`src/rtl/pipeline_pkg.sv`:
```
// rtl/pipeline_pkg.sv - shared types and constants for the data-memory responder
package pipeline_pkg;

  localparam int WORD_W      = 32;
  localparam int DEF_DEPTH   = 64;
  localparam int DEF_LATENCY = 2;

  typedef enum logic [1:0] {
    ST_IDLE = 2'd0,
    ST_WAIT = 2'd1,
    ST_RESP = 2'd2
  } state_e;

  // Misaligned byte address or word index beyond the storage is an error.
  function automatic logic addr_err(input logic [31:0] addr, input int unsigned depth);
    return (addr[1:0] != 2'b00) || ({2'b00, addr[31:2]} >= depth);
  endfunction

endpackage

```
`src/rtl/dmem_array.sv`:
```
// rtl/dmem_array.sv - byte-lane word storage with a registered read port
module dmem_array
  import pipeline_pkg::*;
#(
  parameter int DEPTH = DEF_DEPTH,
  localparam int AW   = $clog2(DEPTH)
) (
  input  logic              clk,
  input  logic              rst,
  input  logic [3:0]        wr_be,
  input  logic [AW-1:0]     idx,
  input  logic [WORD_W-1:0] wdata,
  input  logic              rd_en,
  input  logic              rd_clr,
  output logic [WORD_W-1:0] rdata
);

  logic [3:0][7:0]   mem_q [DEPTH];
  logic [WORD_W-1:0] rdata_q, rdata_d;

  // Per-lane writes; storage deliberately has no reset.
  always_ff @(posedge clk) begin
    for (int l = 0; l < 4; l++) begin
      if (wr_be[l]) mem_q[idx][l] <= wdata[8*l +: 8];
    end
  end

  // Read register: cleared when the response is consumed, loaded on a load commit.
  always_comb begin
    rdata_d = rdata_q;
    if (rd_clr)     rdata_d = '0;
    else if (rd_en) rdata_d = mem_q[idx];
  end

  // Read register state, cleared asynchronously.
  always_ff @(posedge clk or posedge rst) begin
    if (rst) rdata_q <= '0;
    else     rdata_q <= rdata_d;
  end

  assign rdata = rdata_q;

endmodule

```
`src/rtl/dmem_responder.sv`:
```
// rtl/dmem_responder.sv - single-outstanding memory responder with fixed wait latency
module dmem_responder
  import pipeline_pkg::*;
#(
  parameter int DEPTH   = DEF_DEPTH,
  parameter int LATENCY = DEF_LATENCY
) (
  input  logic              clk,
  input  logic              rst,
  input  logic              req_valid,
  output logic              req_ready,
  input  logic              req_we,
  input  logic [31:0]       req_addr,
  input  logic [WORD_W-1:0] req_wdata,
  input  logic [3:0]        req_be,
  output logic              rsp_valid,
  input  logic              rsp_ready,
  output logic [WORD_W-1:0] rsp_rdata,
  output logic              rsp_err
);

  localparam int         AW       = $clog2(DEPTH);
  localparam bit         ZERO_LAT = (LATENCY == 0);
  localparam logic [3:0] CNT_INIT = 4'((LATENCY > 0) ? LATENCY - 1 : 0);

  state_e            state_q, state_d;
  logic [3:0]        cnt_q, cnt_d;
  logic              we_q, we_d;
  logic [31:0]       addr_q, addr_d;
  logic [WORD_W-1:0] wdata_q, wdata_d;
  logic [3:0]        be_q, be_d;
  logic              rsp_valid_q, rsp_valid_d;
  logic              rsp_err_q, rsp_err_d;

  logic              accept, consume, commit;
  logic              c_we, c_err;
  logic [31:0]       c_addr;
  logic [WORD_W-1:0] c_wdata;
  logic [3:0]        c_be;

  assign req_ready = (state_q == ST_IDLE);
  assign accept    = req_valid & req_ready;
  assign consume   = (state_q == ST_RESP) & rsp_ready;

  // With no wait cycles the access commits on the accept edge, so it must use the live request.
  assign commit  = ZERO_LAT ? accept    : ((state_q == ST_WAIT) && (cnt_q == 4'd0));
  assign c_we    = ZERO_LAT ? req_we    : we_q;
  assign c_addr  = ZERO_LAT ? req_addr  : addr_q;
  assign c_wdata = ZERO_LAT ? req_wdata : wdata_q;
  assign c_be    = ZERO_LAT ? req_be    : be_q;
  assign c_err   = addr_err(c_addr, DEPTH);

  // Next-state, capture and response-flag logic.
  always_comb begin
    state_d     = state_q;
    cnt_d       = cnt_q;
    we_d        = we_q;
    addr_d      = addr_q;
    wdata_d     = wdata_q;
    be_d        = be_q;
    rsp_valid_d = rsp_valid_q;
    rsp_err_d   = rsp_err_q;
    case (state_q)
      ST_IDLE: begin
        if (accept) begin
          we_d    = req_we;
          addr_d  = req_addr;
          wdata_d = req_wdata;
          be_d    = req_be;
          if (ZERO_LAT) begin
            state_d = ST_RESP;
          end else begin
            state_d = ST_WAIT;
            cnt_d   = CNT_INIT;
          end
        end
      end
      ST_WAIT: begin
        if (cnt_q == 4'd0) state_d = ST_RESP;
        else               cnt_d   = cnt_q - 4'd1;
      end
      ST_RESP: begin
        if (rsp_ready) begin
          state_d     = ST_IDLE;
          rsp_valid_d = 1'b0;
          rsp_err_d   = 1'b0;
        end
      end
      default: state_d = ST_IDLE;
    endcase
    if (commit) begin
      rsp_valid_d = 1'b1;
      rsp_err_d   = c_err;
    end
  end

  // State, capture and registered-output flops; reset drops any access in flight.
  always_ff @(posedge clk or posedge rst) begin
    if (rst) begin
      state_q     <= ST_IDLE;
      cnt_q       <= 4'd0;
      we_q        <= 1'b0;
      addr_q      <= '0;
      wdata_q     <= '0;
      be_q        <= 4'd0;
      rsp_valid_q <= 1'b0;
      rsp_err_q   <= 1'b0;
    end else begin
      state_q     <= state_d;
      cnt_q       <= cnt_d;
      we_q        <= we_d;
      addr_q      <= addr_d;
      wdata_q     <= wdata_d;
      be_q        <= be_d;
      rsp_valid_q <= rsp_valid_d;
      rsp_err_q   <= rsp_err_d;
    end
  end

  dmem_array #(.DEPTH(DEPTH)) u_array (
    .clk    (clk),
    .rst    (rst),
    .wr_be  ((commit && c_we && !c_err && !rst) ? c_be : 4'b0000),
    .idx    (c_addr[AW+1:2]),
    .wdata  (c_wdata),
    .rd_en  (commit && !c_we && !c_err),
    .rd_clr (consume),
    .rdata  (rsp_rdata)
  );

  assign rsp_valid = rsp_valid_q;
  assign rsp_err   = rsp_err_q;

endmodule

```
`config.mk`:
```
export PLATFORM = sky130hd
export DESIGN_NAME = dmem_responder
export DESIGN_NICKNAME = d
export VERILOG_FILES = /design/src/rtl/pipeline_pkg.sv /design/src/rtl/dmem_array.sv /design/src/rtl/dmem_responder.sv
export SDC_FILE = /design/constraint.sdc
export NUM_CORES = 2
export LEC_CHECK = 0
export BUFFER_PORTS_ARGS = -buffer_cell sky130_fd_sc_hd__buf_2
export CAP_MARGIN = 20
export CELL_PAD_IN_SITES_DETAIL_PLACEMENT = 1
export CELL_PAD_IN_SITES_GLOBAL_PLACEMENT = 1
export CORE_ASPECT_RATIO = 1.75
export CORE_MARGIN = 3
export CORE_UTILIZATION = 35
export DETAILED_ROUTE_END_ITERATION = 6
export HOLD_SLACK_MARGIN = 0.15
export PLACE_DENSITY_LB_ADDON = 0.1
export RECOVER_POWER = 25
export SLEW_MARGIN = 15
export SYNTH_ARGS = -nofsm -noshare
export SYNTH_HDL_FRONTEND = slang
export SYNTH_HIERARCHICAL = 1
export SYNTH_SLANG_ARGS = --single-unit
export TNS_END_PERCENT = 100
```
`constraint.sdc`:
```
create_clock -name clk -period 7.35 [get_ports clk]
set_input_delay 0 -clock clk [delete_from_list [all_inputs] [get_ports clk]]
set_output_delay 0 -clock clk [all_outputs]
set_load 0.1 [all_outputs]
```
After elaboration in Yosys (flattened, before gate mapping)
Memory sizes are Yosys's and may differ from the RTL's.
Cells that the tools add are included.
- register bits after elaboration: 109
- RAM bits: 2048
- input port bits: 73
- output and inout port bits: 35
- logic and storage cells: 63
- memories: 1
- $add $sub $neg: 1
- magnitude comparators: 1
- equal/unequal tests: 6
- mux-type cells: 22
- bitwise gates (word level): 2
- reductions and logical operators: 21
- memory list (name ; depth ; bits a word ; read ports ; clocked after memory_dff ; write ports ; line ; source):
    u_array.mem_q ; 64 ; 32 ; 1 ; 0 ; 1 ; dmem_array.sv:18 ; logic [3:0][7:0] mem_q [DEPTH];
- operators with widths (cell ; count):
    $mux 32 ; 2
    $ge 30x7->1 const B ; 1
    $mux 1 ; 12
    $mux 4 ; 3
    $reduce_bool 2->1 ; 5
    $pmux 4 s2 ; 1
    $logic_and 1x1->1 ; 6
    $mux 2 ; 3
    $pmux 2 s3 ; 1
    $reduce_and 3->1 ; 2
    $logic_not 4->1 ; 1
    $ne 2x1->1 const B ; 2
    $ne 2x2->1 const B ; 2
    $reduce_and 2->1 ; 2
    $sub 4x1->4 const B ; 1
    $logic_not 1->1 ; 3
    $and 1x1->1 ; 2
    $eq 2x1->1 const B ; 1
    $eq 2x2->1 const B ; 1
    $logic_not 2->1 ; 1
    $logic_or 1x1->1 ; 1

Depth between registers and ports, before layout
- word-level depth: 8
- gate-level depth with buffers: 12
- mapped depth without buffers: 9

Cells and area by module
The synthesis kept the hierarchy.
- by module, submodules not included (module ; instances ; cells an instance ; area an instance (um^2) ; sequential area each (um^2)):
    dmem_array ; 1 ; 4740 ; 80053.0 ; 62299.8
    dmem_responder ; 1 ; 207 ; 3059.2 ; 1926.8

Worst setup path after synthesis
OpenSTA, ideal clock, no wires.
- kind: reg-to-reg
- from: reg cnt_q[0]
- to: reg u_array.rdata_q[17], in the netlist u_array/rdata[17]
- setup time: 124 ps
- arrival time: 2837 ps
- slack: 4389 ps
- cell stages (with the launch flop): 12
- path buffers: 3
- period minus slack after synthesis: 2961 ps
- path through: dfrtp_1 inv_1 ha_1 or3b_4 or3_1 buf_2 nor4_1 clkbuf_1 buf_1 nand3_1 or4_1 o31a_1
- cells in the longest elaborated chain, start to end: 5
- ends and longest elaborated chain (item ; line ; source):
    start, declared ; dmem_responder.sv:27 ; logic [3:0] cnt_q, cnt_d;
    start signal, assigned ; dmem_responder.sv:110 ; cnt_q <= cnt_d;
    $logic_not 4->1 ; dmem_responder.sv:46 ; assign commit = ZERO_LAT ? accept : ((state_q == ST_WAIT) && (cnt_q == 4'd0));
    $logic_and 1x1->1 ; dmem_responder.sv:46 ;
    $logic_and 1x1->1 (2 in series) ; dmem_responder.sv:126 ; .rd_en (commit && !c_we && !c_err),
    $reduce_bool 2->1 (no source line) ; -- ;
    end signal, assigned ; dmem_array.sv:38 ; else rdata_q <= rdata_d;
    end, declared ; dmem_array.sv:19 ; logic [WORD_W-1:0] rdata_q, rdata_d;
Every way passes these cells.
A chain may end at the register's enable or synchronous reset.

Worst setup path in the final report
- from: reg cnt_q[0]
- to: mem u_array/mem_q[15][14] in the netlist's numbering, enable pin
- cells in the longest elaborated chain, start to end: 8
- ends and longest elaborated chain (item ; line ; source):
    $logic_not 4->1 ; dmem_responder.sv:46 ;
    $logic_and 1x1->1 ; dmem_responder.sv:46 ;
    $logic_and 1x1->1 (3 in series) ; dmem_responder.sv:123 ; .wr_be ((commit && c_we && !c_err && !rst) ? c_be : 4'b0000),
    $mux 4 ; dmem_responder.sv:123 ;
    $mux 1 ; dmem_array.sv:24 ; if (wr_be[l]) mem_q[idx][l] <= wdata[8*l +: 8];
    $mux 1 (implied by the code) ; dmem_array.sv:24 ;
    end, declared ; dmem_array.sv:18 ;
Every way passes these cells.

==> results by group <==
Floorplanning
  – Initial core utilization: 0.352
  – Floorplan row count: 236
  – Num ports: 108
  – Die Y: 651 um
  – Core ar.: 236000 um^2
  – Die span in x: 374 um
  – Die Area: 244000 um^2

Hold path
  – Worst hold path endpoint: c_wdata[6]
  – Beginning of the worst hold path: req_wdata[6]
  – Worst Hold Path Cells: 4
  – Hold Path Class: input port to register

Worst setup path
  – CP Max Fanout: 9
  – Critical path arrival: 5510 ps
  – WS Path Type: register to register
  – CP startpoint kind: register
  – R2r worst-path depth: 8
  – Critical Path End Type: register
  – Worst reg2reg setup slack: 2310 ps
  – Crit Reg-Reg Endpoint: u_array/mem_q[15][14]
  – Worst reg2reg startpoint: cnt_q[0]
  – Worst endpoint required time: 7820 ps

Run
  – Max-cap violations: 20

STA
  – Final count of hold timing violations: 0
  – Tcrit/Tclk final: 0.686
  – Highest clock rate: 0.198 GHz
  – RSZ-0062 raised after global routing: false
  – Clock Skews: 44.7 ps
  – Worst Max-Slew Pin Slew: 3760 ps
  – Max_slew headroom: -1.51
  – Final Worst Setup Slack: 2310 ps
  – Slew Limit Fails: 1250
  – Setup tns final: 0 ps
  – Min Tclk post-route: 5040 ps
  – Setup violators final: 0

Drt
  – DR WL/cell: 36.2 um
  – Total wire length: 304000 um
  – Vias per cell: 5.81
  – Drt initial violations: 4576
  – DR vias: 48900
  – DRC Markers: 0
  – Drt first pass iters: 5
  – Antenna Violating Nets Remaining: 0

GRT
  – First-pass GRT wire length: 420000 um
  – Overall routing resource usage: 0.245
  – Number of global-route vias before repair: 51600
  – Gr ovfl total: 0
  – Pin count of the biggest net entering global routing: 118
  – Initial antenna violation count: 8

Place
  – Pre-CTS setup slack: 2280 ps
  – GP Congestion: 0.815
  – # port buffers: 107
  – Final HPWL from detailed placement: 190000 um
  – Cell count after placement: 7873

CTS
  – Sink Count: 2157
  – Number of setup buffers added after CTS: 0
  – Clock buffer depth: 4
  – Worst-skew pair later-pin latency: 860 ps
  – Clock slew at reported path FFs: 60 ps
  – CTS root buf: clkbuf_16
  – CTS tree: done
  – CTS buffer count: 204
  – CTS HTree Levels: 4

Logic synthesis
  – FF+latch count, synth: 2157
  – Syn_nets: 5022
  – Commonest cells post-synth: 2048 x edfxtp_1, 479 x a22oi_1, 438 x nor2_1, 284 x a221oi_1, 171 x buf_2
  – EDFF count, synth: 2048
  – Cell area after synthesis: 83100 um^2
  – Ys async rst share: 0.0505
  – Post-synth top area share: 0.740
  – Ys flop type: edfxtp_1
  – Mapped Cells: 4947
  – Yosys warning count: 6
  – Most frequent cell after synthesis: edfxtp_1
  – Syn_area_per_cell: 16.8 um^2
  – Synth cell types: 71
  – Seq/Total Area, Yosys: 0.773
  – Dominant cells by area after synthesis: edfxtp_1 74%, a22oi_1 4.3%, dfrtp_1 3.3%, a221oi_1 3.0%, nor2_1 2.0%
  – Synth area leader: edfxtp_1

Layout
  – Area Growth Syn to Fin: 14.5%
  – Fill cells: 23100
  – Post-route non-filler standard cell count: 8415
  – Final #Nets: 5231
  – Layout cells sized above 1: 0.133

Run status
  – Failing checks: max-capacitance violations, max-slew violations
  – Status: finished with violations

Power and ir drop
  – Maximum vdd drop: 0.382 mV
  – Power per cell area: 428 nW/um^2
  – Static leakage: 29.7 nW
[critical path: stages, from the launching register on]
cell,delay (ps)
dfrtp_1,410
inv_1,100
ha_1,140
or3b_4,400
or3_1,450
nor3_4,740
and3_1,480
nand3_1,860
nor2_1,1050
[flip-flops by register name, summed over array words and instances, names as in the netlist]
| name | cells |
|---|---|
| be_q | 4 |
| rsp_err | 1 |
| cnt_q | 4 |
| u_array/mem_q | 2048 |
| addr_q | 32 |
| state_q | 2 |
| c_wdata | 32 |
| c_we | 1 |
| u_array/rdata | 32 |
| rsp_valid | 1 |
[layer usage]
metal,vias up,global-route usage,routed length (um)
li1,20700,-,-
met1,26300,0.288,116000
met2,1430,0.451,162000
met3,446,0.0269,12300
met4,2,0.103,14400
met5,-,0,13
[cell usage in the layout (no fill, tap or decap), drive strengths merged, types with 21 or more instances in the layout]
cell type	count
a21oi	110
a221oi	291
nor2	439
nor3	35
o22ai	146
nand2	54
a22o	46
mux4	25
nand3	41
dfrtp	109
o21ai	167
dlygate4sd3	171
mux2	125
mux2i	152
clkbuf	267
buf	216
bufinv	24
a211oi	21
a22oi	479
clkinv	78
edfxtp	2048
[kinds of logic (layout without fill, tap and decap cells)]
group           Yosys count  after routing  share of synthesized area
flops                  2157           2157                      0.773
compound gates         1417           1417                      0.125
simple gates            669            669                     0.0354
buf+inv                 398            770                     0.0239
mux                     302            302                     0.0422
fa+ha+maj                 2              2                   0.000301
xor+xnor                  2              2                   0.000211
other cells               0              2                          0
[final cells by class]
type                    instances  area [um^2]  area share
flip-flops and latches       2157        64200       0.675
multi-input cells            2392        17000       0.179
clock buffers                 262         5570      0.0585
well taps                    3094         3870      0.0407
repair buffers                392         3250      0.0342
clock inverters               107         1120      0.0117
inverters                       9         40.0    0.000421
diodes                          2         5.00   0.0000526
[repair_timing]
action | CTS | global route
hold endpoints to repair | 216 | 0
hold buffers | 171 | 0
resized for setup | 0 | 0
[stage by stage]
step	util	instance area [um^2]	hold WS, ps	total power, mW
detailed placement	0.368	86800	157	30.2
floorplan	-	83100	107	23.4
CTS	0.403	95200	355	41.2
finish	0.403	95100	434	40.8
global route	0.403	95100	439	42.1
global placement	0.368	86800	153	30.1
[worst max-delay path by stage]
stage | from | end | slack, ps | depth (start not counted)
floorplan | cnt_q[0] | u_array/rdata[17] | 4390 | 11
global placement | cnt_q[1] | u_array/mem_q[15][14] | 2440 | 8
detailed placement | cnt_q[0] | u_array/mem_q[15][14] | 2280 | 8
CTS | cnt_q[0] | u_array/mem_q[15][14] | 2270 | 8
global route | cnt_q[0] | u_array/mem_q[62][26] | 2200 | 8
finish | cnt_q[0] | u_array/mem_q[15][14] | 2310 | 8
[power breakdown]
group          leakage, nW  internal [mW]  total, mW  switching, mW
clock                 3.28           6.17       10.8           4.66
sequential            19.8           15.6       17.3           1.69
combinational         6.63           3.32       12.6           9.28
(Power assumes the default switching activity.)
